--- src/rtl/baud_gen_pkg.sv ---
// ---------------------------------------------------------------------------
// baud_gen_pkg
//   Shared constants and helpers for the fractional baud generator.
//   MIN_INT_DIVISOR : smallest integer divisor honoured; smaller values are
//                     raised to it so no tick period is shorter than 2 clocks.
//   OVERSAMPLE      : oversample ticks per bit for the default configuration.
//   MID_COUNT       : oversample count at which the mid-bit strobe fires.
//   oversampleOf()  : oversample ratio for a given log2 setting.
//   midCountOf()    : mid-bit count for a given log2 setting.
// ---------------------------------------------------------------------------
package baud_gen_pkg;

  localparam int MIN_INT_DIVISOR         = 2;
  localparam int DEFAULT_OVERSAMPLE_LOG2 = 4;
  localparam int OVERSAMPLE              = 1 << DEFAULT_OVERSAMPLE_LOG2;
  localparam int MID_COUNT               = OVERSAMPLE / 2;

  function automatic int oversampleOf(input int log2Ratio);
    return 1 << log2Ratio;
  endfunction

  function automatic int midCountOf(input int log2Ratio);
    return (1 << log2Ratio) / 2;
  endfunction

endpackage

--- src/rtl/oversample_counter.sv ---
// ---------------------------------------------------------------------------
// oversample_counter
//   Counts oversample ticks within one bit and decodes the bit and mid-bit
//   strobes. Both strobes are registered so they line up with the registered
//   oversample tick in the parent.
//   Ports:
//     clock      in  system clock
//     reset      in  asynchronous active-low reset
//     tick       in  an oversample period ends on this clock edge
//     restart    in  reload the count to OVERSAMPLE-1 (priority over tick)
//     bitTick    out 1-clock strobe on the tick where the count was 0
//     midBitTick out 1-clock strobe on the tick where the count was OVERSAMPLE/2
//   Strobes are single-cycle with no backpressure: a consumer samples them
//   on the clock edge where they are high or misses them.
// ---------------------------------------------------------------------------
module oversample_counter
  import baud_gen_pkg::*;
#(
  parameter int OVERSAMPLE_LOG2 = DEFAULT_OVERSAMPLE_LOG2
) (
  input  logic clock,
  input  logic reset,
  input  logic tick,
  input  logic restart,
  output logic bitTick,
  output logic midBitTick
);

  localparam int Oversample = oversampleOf(OVERSAMPLE_LOG2);
  localparam logic [OVERSAMPLE_LOG2-1:0] TopCount = OVERSAMPLE_LOG2'(Oversample - 1);
  localparam logic [OVERSAMPLE_LOG2-1:0] MidCount = OVERSAMPLE_LOG2'(midCountOf(OVERSAMPLE_LOG2));
  localparam logic [OVERSAMPLE_LOG2-1:0] OneCount = OVERSAMPLE_LOG2'(1);

  logic [OVERSAMPLE_LOG2-1:0] ovCount;

  always_ff @(posedge clock or negedge reset) begin
    if (!reset) begin
      ovCount    <= TopCount;
      bitTick    <= 1'b0;
      midBitTick <= 1'b0;
    end else if (restart) begin
      ovCount    <= TopCount;
      bitTick    <= 1'b0;
      midBitTick <= 1'b0;
    end else begin
      bitTick    <= tick && (ovCount == '0);
      midBitTick <= tick && (ovCount == MidCount);
      // The ratio is a power of two, so 0 - 1 wraps straight to TopCount.
      if (tick) begin
        ovCount <= ovCount - OneCount;
      end
    end
  end

endmodule

--- src/rtl/fractional_baud_generator.sv ---
// ---------------------------------------------------------------------------
// fractional_baud_generator
//   Divides the system clock by divisorInt + divisorFrac/2^FRAC_WIDTH to make
//   an oversample tick, plus bit and mid-bit strobes every OVERSAMPLE ticks.
//   Ports:
//     clock          in  system clock
//     reset          in  asynchronous active-low reset
//     enable         in  1 = run, 0 = hold in the reload state (no ticks)
//     resync         in  1-cycle pulse restarting the bit phase
//     divisorInt     in  integer part of the divisor (0 and 1 act as 2)
//     divisorFrac    in  fractional part of the divisor
//     oversampleTick out 1-clock strobe per oversample period
//     bitTick        out 1-clock strobe every OVERSAMPLE-th oversample tick
//     midBitTick     out 1-clock strobe on the mid-bit oversample tick
//   All strobes are registered and single-cycle with no backpressure.
// ---------------------------------------------------------------------------
module fractional_baud_generator
  import baud_gen_pkg::*;
#(
  parameter int INT_WIDTH       = 16,
  parameter int FRAC_WIDTH      = 8,
  parameter int OVERSAMPLE_LOG2 = DEFAULT_OVERSAMPLE_LOG2
) (
  input  logic                  clock,
  input  logic                  reset,
  input  logic                  enable,
  input  logic                  resync,
  input  logic [INT_WIDTH-1:0]  divisorInt,
  input  logic [FRAC_WIDTH-1:0] divisorFrac,
  output logic                  oversampleTick,
  output logic                  bitTick,
  output logic                  midBitTick
);

  localparam logic [INT_WIDTH-1:0] MinInt = INT_WIDTH'(MIN_INT_DIVISOR);
  localparam logic [INT_WIDTH-1:0] OneInt = INT_WIDTH'(1);

  // primed is 0 only on the first clock after reset. Until then the
  // divisor-dependent state (count and fractional shadow) is taken straight
  // from the inputs, which gives a data-dependent reset value without an
  // asynchronous data load.
  logic                  primed;
  logic [FRAC_WIDTH-1:0] shadowFrac;
  logic [FRAC_WIDTH-1:0] fracAcc;
  logic [INT_WIDTH-1:0]  cycleCnt;

  logic [INT_WIDTH-1:0]  effIntIn;
  logic [INT_WIDTH-1:0]  activeCnt;
  logic [FRAC_WIDTH-1:0] activeFrac;
  logic [FRAC_WIDTH:0]   fracSum;
  logic [INT_WIDTH-1:0]  nextPeriodCnt;
  logic                  restart;
  logic                  periodEnd;
  logic                  loadShadow;

  assign effIntIn   = (divisorInt < MinInt) ? MinInt : divisorInt;
  assign activeFrac = primed ? shadowFrac : divisorFrac;
  assign activeCnt  = primed ? cycleCnt : (effIntIn - OneInt);

  // resync reloads exactly like a disabled cycle and wins over a period end.
  assign restart   = resync || !enable;
  assign periodEnd = !restart && (activeCnt == '0);

  // The fraction of the period that just ended is accumulated; its carry
  // stretches the next period by one clock. The integer part is taken from
  // the inputs at this edge and lives on only inside cycleCnt, so a divisor
  // change never alters a period already under way.
  assign fracSum       = {1'b0, fracAcc} + {1'b0, activeFrac};
  assign nextPeriodCnt = effIntIn - OneInt + INT_WIDTH'(fracSum[FRAC_WIDTH]);
  assign loadShadow    = !primed || restart || periodEnd;

  always_ff @(posedge clock or negedge reset) begin
    if (!reset) begin
      primed         <= 1'b0;
      shadowFrac     <= '0;
      fracAcc        <= '0;
      cycleCnt       <= '0;
      oversampleTick <= 1'b0;
    end else begin
      primed <= 1'b1;
      if (loadShadow) begin
        shadowFrac <= divisorFrac;
      end
      if (restart) begin
        cycleCnt       <= effIntIn - OneInt;
        fracAcc        <= '0;
        oversampleTick <= 1'b0;
      end else if (periodEnd) begin
        cycleCnt       <= nextPeriodCnt;
        fracAcc        <= fracSum[FRAC_WIDTH-1:0];
        oversampleTick <= 1'b1;
      end else begin
        cycleCnt       <= activeCnt - OneInt;
        oversampleTick <= 1'b0;
      end
    end
  end

  oversample_counter #(
    .OVERSAMPLE_LOG2(OVERSAMPLE_LOG2)
  ) u_oversample_counter (
    .clock     (clock),
    .reset     (reset),
    .tick      (periodEnd),
    .restart   (restart),
    .bitTick   (bitTick),
    .midBitTick(midBitTick)
  );

endmodule
--- config.mk ---
export PLATFORM = sky130hd
export DESIGN_NAME = fractional_baud_generator
export DESIGN_NICKNAME = d
export VERILOG_FILES = /design/src/rtl/baud_gen_pkg.sv /design/src/rtl/oversample_counter.sv /design/src/rtl/fractional_baud_generator.sv
export SDC_FILE = /design/constraint.sdc
export NUM_CORES = 1
export LEC_CHECK = 0
export ABC_AREA = 1
export CAP_MARGIN = 0
export CORE_ASPECT_RATIO = 1.4
export CORE_MARGIN = 2
export CORE_UTILIZATION = 35
export DETAILED_ROUTE_END_ITERATION = 7
export GPL_ROUTABILITY_DRIVEN = 0
export PLACE_DENSITY = 0.5
export SETUP_SLACK_MARGIN = 0.3
export SLEW_MARGIN = 40
export SYNTH_ARGS = -nofsm -noshare
export SYNTH_HDL_FRONTEND = slang
export SYNTH_SLANG_ARGS = --single-unit
--- constraint.sdc ---
create_clock -name clock -period 4.9 [get_ports clock]
set_clock_uncertainty 0.05 [all_clocks]
set_input_delay 0.98 -clock clock [delete_from_list [all_inputs] [get_ports clock]]
set_output_delay 0.98 -clock clock [all_outputs]
set_load 0.01 [all_outputs]
==> results.toml, run 1 <==
[final_layout]
fillCellCount = 1076
drive_gt1_frac = 0.117
fin_area_um2 = 4210
final_util = 0.423
instances_no_fill = 708
num-nets-final = 616
n_antenna_cell = 0
syn_to_final_growth_pct = 17.2

[clock_tree]
clk_latency_ns = 0.29
numCtsBuffers = 5
cts_root_buffer = "clkbuf_16"
post_cts_buffers = 0
cts_tree = "built"
clock-sinks = 40
clk_pin_slew_ns = 0.06
clockBufferDepth = 2
cts_htree_levels = 2
cts_hold_buf = 0

[drt]
drt.antenna.violating_nets = 0
avgViaCountPerCell = 4.65
wl_per_cell_um = 13.1
drc = 0
dr.pass1.iters = 4
route.final.wire_length_um = 9290
drt_iter0_drc = 122
via_count = 3291

[min_path]
hold_class = "reg2reg"

[sta]
worst_pin_slew_ns = 0.698
finalHoldViolations = 0
maxSlewViolCount = 0
setup_viol_count_final = 0
maxSlewHeadroom = 0.530
setup-tns-final_ns = 0
fin_ws_ns = 0.701
fin_crit_ns = 4.20
rsz0062_at_grt = "yes"
period_share = 0.857
holdWs_ns = 0.428
fmax_mhz = 238

[placement]
post_dp_cell_area_um2 = 4030
io_buffers = 30
dp_slack_ns = 0.182
placed_cells_incl_taps = 700
place_hpwl_um = 7140

[logic_synthesis]
synth_simple_gate_area_frac = 0.444
synth_top_family_by_area = "simple AND/OR/NAND/NOR gates"
postSynthCellCount = 539
async_flop_share = 1.00
synth_edf_count = 0
synth.distinct_cells = 40
yosys_warnings = 0
muxShareOfSynthArea = 0
synth_xor_area_frac = 0.0656
syn_nets = 583
synthAdderAreaFrac = 0.0579
synth-seq-cells = 40
synth-compound-area-share = 0.0617
synth_area_um2 = 3590
synth-main-ff-cell = "dfrtp_1"
synth_area_per_cell_um2 = 6.66
yosysSeqAreaShare = 0.280

[setup_path]
required_ns = 5.03
critPathArrivalTime_ns = 4.33
crit_path_cell_trace = "clkdlybuf4s50_1, nor2_1, nand2_1, nor2_2, nand2_2, nand2_1, ha_1, nand2_1, nor2_2, nand2_1, nand2_1, nand2_1, inv_2, nand2_1, o21ai_2, nand3_4, nor3_4, nand2_2, nand2_4, nor2_2, nand2_1, nand2_1"
crit_top_cell = "nand2_1"
crit_fanout = 18
critical_path_buf_inv_count = 2
worst_path_max_delay_cell = "clkdlybuf4s50_1"
cp-end-kind = "flip-flop"
path_class = "in2reg"
critical_path.max_stage_delay_ns = 0.50
crit_family = "simple AND/OR/NAND/NOR gates"
startpoint_type = "input pin"

[global_routing]
grt_max_degree = 41
grt_pass1_wl_um = 15200
grt_pass1_vias = 3257
antenna_found_initial = 0
overflow = 0
grt_usage = 0.178

[die]
initial_core_util = 0.360
floorplan.die.width_um = 89.6
die-height_um = 124
row_count = 43
dieArea_um2 = 11100
io_pins = 31
core_um2 = 9950

[pwr]
power.total_mw = 0.916
powerDensity_nw_per_um2 = 218
p_leak_nw = 2.15
vdd_drop_max_mv = 0.261

[run]
maxCapViolCount = 0

[run_status]
outcome = "finished clean"
## placed cells by master, fill, tap and decap left out, drive strengths merged, types with 2 or more instances in the layout
cell and n:
clkbuf 8, nand3b 2, nor3 6, xor2 18, buf 10, or2 6, ha 15, inv 62
nand2 188, a21oi 11, xnor2 8, o21ai 28, nor2 64, dfrtp 36, dfstp 4, nand4 15
clkdlybuf4s50 29, nand3 57
## final cells by class
type	instances	area, um^2	area share
Clock buffer	8	156	0.0372
Inverter	62	233	0.0553
Timing Repair Buffer	39	365	0.0869
Sequential cell	40	1010	0.239
Multi-Input combinational cell	424	2280	0.541
Tap cell	135	169	0.0402
## worst reg2reg max path: stages, from the launching register on
cell	delay, ns
dfrtp_1	0.37
inv_1	0.26
nand2_1	0.09
nand2_1	0.08
ha_1	0.17
fa_1	0.22
a21oi_1	0.08
o21ai_1	0.21
a21oi_1	0.10
nor2_1	0.10
nor2_1	0.07
inv_1	0.05
a21oi_1	0.05
o21bai_1	0.18
ha_1	0.20
ha_1	0.17
inv_1	0.04
nor2_1	0.09
nand3_1	0.15
nor3_2	0.30
nand3_1	0.10
nor2_1	0.14
nand3_1	0.08
nand2_1	0.07
nand2_1	0.05
inv_1	0.07
nor2_2	0.03
## power breakdown
group | internal [mW] | switching [mW] | leakage (nW)
Clock | 0.217 | 0.134 | 0.0772
Combinational | 0.0775 | 0.130 | 1.59
Sequential | 0.351 | 0.00610 | 0.490
## timing repair
item | in CTS | in global routing
setup endpoints to repair | 0 | 13
resized for setup | 0 | 4
hold endpoints to repair | 0 | 0
## synthesized netlist by cell type, types with 2 or more instances
library cell / instances / area share
a21oi_2: 2 / 0.0049
nor2_1: 54 / 0.057
nand3_4: 3 / 0.015
dfstp_2: 4 / 0.029
o21ai_1: 7 / 0.0098
nand4_1: 12 / 0.021
inv_1: 60 / 0.063
ha_1: 15 / 0.052
nand3b_1: 2 / 0.0042
o21ai_0: 20 / 0.028
buf_2: 7 / 0.0098
nand3_1: 47 / 0.066
nand3_2: 7 / 0.020
nor2_2: 9 / 0.016
or2_2: 6 / 0.010
nor3_1: 4 / 0.0056
nand2_4: 3 / 0.0094
nand2_2: 4 / 0.0070
a21oi_1: 9 / 0.013
buf_6: 2 / 0.0063
clkbuf_1: 2 / 0.0021
nand2_1: 181 / 0.19
xor2_1: 17 / 0.042
dfrtp_1: 36 / 0.25
inv_2: 2 / 0.0021
xnor2_1: 8 / 0.020
nand4_2: 3 / 0.010
## metal layers
metal  vias to the layer above  track usage  wire (um)
li1                       1761            -          -
met1                      1474        0.205       4000
met2                        45        0.332       4900
met3                        11       0.0199        195
met4                         0       0.0616        193
met5                         -            0          0
## path summary, 6_finish.rpt
| check | startpoint | to | slack (ns) | cells past startpoint |
|---|---|---|---|---|
| min in group asynchronous | reset | cycleCnt[1] | 0.62 | 1 |
| worst min-delay path | shadowFrac[5] | shadowFrac[5] | 0.43 | 2 |
| worst min register to register | shadowFrac[5] | shadowFrac[5] | 0.43 | 2 |
| worst max register to register | primed | cycleCnt[14] | 1.23 | 26 |
| worst max-delay path | divisorInt[10] | shadowFrac[4] | 0.70 | 22 |
| max in group asynchronous | reset | u_oversample_counter.ovCount[1] | 3.79 | 1 |
## kinds of logic after synthesis
| logic type | Yosys count |
|---|---|
| compound gates | 41 |
| xor+xnor | 26 |
| fa+ha+maj | 16 |
| buf+inv | 75 |
| flops | 40 |
| other cells | 1 |
| simple gates | 340 |
## registers in the layout, indices dropped and copies added, names as in the netlist
| register | flops |
|---|---|
| u_oversample_counter.bitTick | 1 |
| u_oversample_counter.ovCount | 4 |
| cycleCnt | 16 |
| u_oversample_counter.midBitTick | 1 |
| fracAcc | 8 |
| shadowFrac | 8 |
| oversampleTick | 1 |
| primed | 1 |
(Power assumes the default switching activity.)
==> run 2, diff against run 1 <==
- SLEW_MARGIN: 40 -> not set
- clock period: 4.9 -> 5.3 ns (I/O delays scaled with it)
==> results.toml, run 2 (synthesis gave the netlist of run 1 again) <==
[setup_path]
path_depth = 19
r2r-start = "primed"
startpoint_type = "input pin"
critical_path.max_stage_delay_ns = 0.57
crit_top_cell = "nand2_1"
cp-end-kind = "flip-flop"
r2r_slack_ns = 1.49
critPathArrivalTime_ns = 4.65
path_class = "in2reg"
crit_fanout = 15
required_ns = 5.42
critical_path_buf_inv_count = 1
r2r-end = "cycleCnt[14]"
worst_r2r_path_depth = 26
crit_path_cell_trace = "clkdlybuf4s50_1, nor2_1, nand2_1, nor2_2, nand2_2, nand2_1, ha_1, nand2_1, nor2_2, nand3_2, xor2_1, a21boi_0, nor2_2, nand3_2, nor2_4, a21oi_2, nand2_1, nand2_1, nand2_1"
worst_path_max_delay_cell = "a21oi_2"
crit_family = "simple AND/OR/NAND/NOR gates"

[min_path]
hold_class = "reg2reg"
worstHoldStart = "shadowFrac[6]"
worstHoldPathCells = 2
hold_path_end = "shadowFrac[6]"

[clock_tree]
clockBufferDepth = 2
clk_pin_slew_ns = 0.05
cts_htree_levels = 2
clock-sinks = 40
cts_hold_buf = 0
clk_latency_ns = 0.29
post_cts_buffers = 0
post_cts_resized = 0
cts_tree = "built"
cts_root_buffer = "clkbuf_16"
numCtsBuffers = 5

[pwr]
seq_power_share = 0.402
p_comb_frac = 0.235
vdd_drop_max_mv = 0.135
p_leak_nw = 2.14
sw_frac_of_total = 0.305
clkPwrFrac = 0.363
switchingPower_mw = 0.250
power.total_mw = 0.819
powerDensity_nw_per_um2 = 197
internal_power_mw = 0.570

[sta]
period_share = 0.855
rsz0062_at_grt = "no"
worst_pin_slew_ns = 0.945
setup_viol_count_final = 0
maxSlewHeadroom = 0.370
maxSlewViolCount = 0
fin_ws_ns = 0.767
fmax_mhz = 221
setup-tns-final_ns = 0
finalHoldViolations = 0
holdWs_ns = 0.425
fin_crit_ns = 4.53

[drt]
dr.pass1.iters = 4
highest_layer = "met4"
drt_iter0_drc = 193
wl_per_cell_um = 13.2
wl_met1_um = 3910
wl_met3_um = 279
via_count = 3310
wl_met2_um = 4950
route.final.wire_length_um = 9360
drt.antenna.violating_nets = 0
drc = 0
avgViaCountPerCell = 4.68

[final_layout]
drive_gt1_frac = 0.110
fin_area_um2 = 4160
fillCellCount = 1060
final_cell_mix = "nand2_1, inv_1, nor2_1"
num-nets-final = 615
n_antenna_cell = 0
largest_reg_flops = 16
syn_to_final_growth_pct = 16.0
max_flop_register = "cycleCnt"
multi_input_area_um2 = 2260
reg_top3 = "cycleCnt x16, fracAcc x8, shadowFrac x8"
layout_commonest_cell = "nand2_1"
ff_latch_area_um2 = 1010

[global_routing]
grt_max_degree = 41
grt_pass1_wl_um = 15300
grt_usage = 0.182
overflow = 0
grt_pass1_vias = 3293
antenna_found_initial = 0

[placement]
post_dp_cell_area_um2 = 4020
io_buffers = 30
place_hpwl_um = 7170
dp_slack_ns = 0.439

[run_status]
outcome = "finished clean"

[die]
dieArea_um2 = 11100
core_um2 = 9950
initial_core_util = 0.360
die-height_um = 124
floorplan.die.width_um = 89.6
row_count = 43
io_pins = 31

[run]
maxCapViolCount = 0
==> run 2: cell count changes in the layout (fill, tap and decap cells not counted), sizes merged <==
cell    before  now
buf         10    9
clkbuf       8    7
clkinv       0    1
==> run 2: routing by layer <==
| metal | vias to the layer above | GRT usage |
|---|---|---|
| met5 | - | 0 |
| met4 | 0 | 0.0700 |
| met2 | 55 | 0.340 |
| li1 | 1766 | - |
| met1 | 1472 | 0.204 |
| met3 | 17 | 0.0199 |
==> run 2: how the worst max path moves through the flow <==
stage,from,to
after global routing,divisorInt[9],shadowFrac[6]
final,divisorInt[5],shadowFrac[7]
after CTS,divisorInt[5],shadowFrac[6]
after detailed placement,divisorInt[5],shadowFrac[6]
after global placement,divisorFrac[0],cycleCnt[14]
after floorplan,divisorFrac[0],cycleCnt[14]
==> run 2: area by class of cell <==
| type | count | area share |
|---|---|---|
| Clock buffer | 7 | 0.0319 |
| Clock inverter | 1 | 0.00120 |
| Inverter | 62 | 0.0559 |
| Multi-Input combinational cell | 424 | 0.543 |
| Sequential cell | 40 | 0.242 |
| Tap cell | 135 | 0.0406 |
| Timing Repair Buffer | 38 | 0.0854 |
==> run 2: power groups by stage <==
stage,sequential [mW],clock [mW],combinational [mW]
after global routing,0.331,0.321,0.219
after floorplan,0.334,0,0.129
final,0.329,0.297,0.193
after CTS,0.329,0.310,0.195
after global placement,0.335,0,0.192
after detailed placement,0.335,0,0.193
==> run 2: metrics by stage <==
step,util,std cells
floorplan,-,539
global placement,0.404,699
detailed placement,0.404,699
CTS,0.418,707
global route,0.418,707
finish,0.418,707
==> run 2: worst min-delay path, delay by kind of cell (launching register included) <==
| family | cells | cell delay (ns) |
|---|---|---|
| simple gates | 2 | 0.10 |
| flops | 1 | 0.34 |
==> run 3, diff against run 2 <==
- CORE_MARGIN: 2 -> not set
==> results.toml, run 3 (synthesis gave the netlist of run 1 again) <==
[run_status]
outcome = "finished clean"

[final_layout]
drive_gt1_frac = 0.113
layout_commonest_cell = "nand2_1"
max_flop_register = "cycleCnt"
syn_to_final_growth_pct = 17.0
reg_top3 = "cycleCnt x16, fracAcc x8, shadowFrac x8"
largest_reg_flops = 16
final_cell_mix = "nand2_1, inv_1, nor2_1"
n_antenna_cell = 0
num-nets-final = 616

[clock_tree]
cts_root_buffer = "clkbuf_16"
clockBufferDepth = 2
post_cts_resized = 0
clk_latency_ns = 0.29
cts_hold_buf = 0
clock-sinks = 40
cts_tree = "built"
post_cts_buffers = 0
numCtsBuffers = 5
cts_htree_levels = 2
clk_pin_slew_ns = 0.06

[global_routing]
overflow = 0
antenna_found_initial = 0
grt_max_degree = 41
grt_pass1_vias = 3297
grt_usage = 0.192
grt_pass1_wl_um = 15600

[sta]
setup-tns-final_ns = 0
maxSlewHeadroom = 0.362
worst_pin_slew_ns = 0.957
rsz0062_at_grt = "no"
fin_crit_ns = 4.56
finalHoldViolations = 0
period_share = 0.861
fmax_mhz = 219
maxSlewViolCount = 0
setup_viol_count_final = 0

[setup_path]
critPathArrivalTime_ns = 4.69
cp-end-kind = "flip-flop"
required_ns = 5.43
crit_fanout = 4
path_class = "in2reg"
startpoint_type = "input pin"

[drt]
via_count = 3361
drc = 0
drt.antenna.violating_nets = 0
dr.pass1.iters = 4
wl_per_cell_um = 13.3
drt_iter0_drc = 108
route.final.wire_length_um = 9410
avgViaCountPerCell = 4.75

[die]
floorplan.die.width_um = 87.6
row_count = 43
dieArea_um2 = 10700
core_um2 = 9950
die-height_um = 122
initial_core_util = 0.360
io_pins = 31

[run]
maxCapViolCount = 0

[pwr]
p_leak_nw = 2.15
vdd_drop_max_mv = 0.247
power.total_mw = 0.869
powerDensity_nw_per_um2 = 207

[placement]
io_buffers = 30
place_hpwl_um = 7190

[min_path]
hold_class = "reg2reg"
## run 3: changes by cell type in the layout (fill, tap and decap cells not counted), sizes merged
cell	change
buf	+1
bufinv	+1
clkbuf	-1
## run 3: area by class of cell
cell class | count | area [um^2]
Timing Repair Buffer | 39 | 363
Clock inverter | 2 | 35.0
Clock buffer | 6 | 129
Tap cell | 135 | 169
Sequential cell | 40 | 1010
Fill cell | 1040 | 5760
Inverter | 62 | 233
Multi-Input combinational cell | 424 | 2260
## run 3: worst max-delay path: stages
cell	delay (ns)
clkdlybuf4s50_1	0.48
nand2_1	0.06
nand2_1	0.06
ha_1	0.19
fa_1	0.23
a21oi_1	0.08
o21ai_0	0.25
a21oi_1	0.12
nor2_1	0.10
nor2_1	0.07
inv_1	0.05
a21oi_1	0.05
o21bai_1	0.23
ha_1	0.22
ha_1	0.16
inv_1	0.04
nor2_1	0.09
nand3_1	0.15
nor3_1	0.47
nand3_1	0.12
nor2_1	0.12
nand3_1	0.07
nand2_1	0.06
nand2_1	0.04
inv_1	0.07
nor2_2	0.03
## run 3: final timing paths
kind	startpoint	to	slack (ns)	cells past startpoint
max in group asynchronous	reset	cycleCnt[3]	3.74	1
max reg2reg	primed	cycleCnt[14]	1.40	26
min	shadowFrac[3]	shadowFrac[3]	0.42	2
min reg2reg	shadowFrac[3]	shadowFrac[3]	0.42	2
max	divisorFrac[0]	cycleCnt[14]	0.74	26
min in group asynchronous	reset	fracAcc[6]	0.87	1
## run 3: per-layer routing
layer	up-vias	global-route usage	wire length, um
li1	1773	-	-
met1	1512	0.218	3910
met2	60	0.359	5000
met3	16	0.0224	269
met4	0	0.0789	226
met5	-	0	0
## run 3: per-stage QoR
step	setup slack [ns]	utilization	hold WS (ns)	cells	instance area, um^2
floorplan	1.58	-	0.398	539	3590
global route	0.331	0.421	0.468	708	4200
global placement	0.345	0.405	0.414	700	4030
CTS	0.677	0.421	0.431	708	4200
detailed placement	0.367	0.405	0.416	700	4030
finish	0.739	0.421	0.424	708	4200
## run 3: report_power, final
part / total (mW) / switching (mW) / internal, mW
sequential: 0.330 / 0.00553 / 0.324
clock: 0.346 / 0.125 / 0.222
combinational: 0.193 / 0.121 / 0.0717
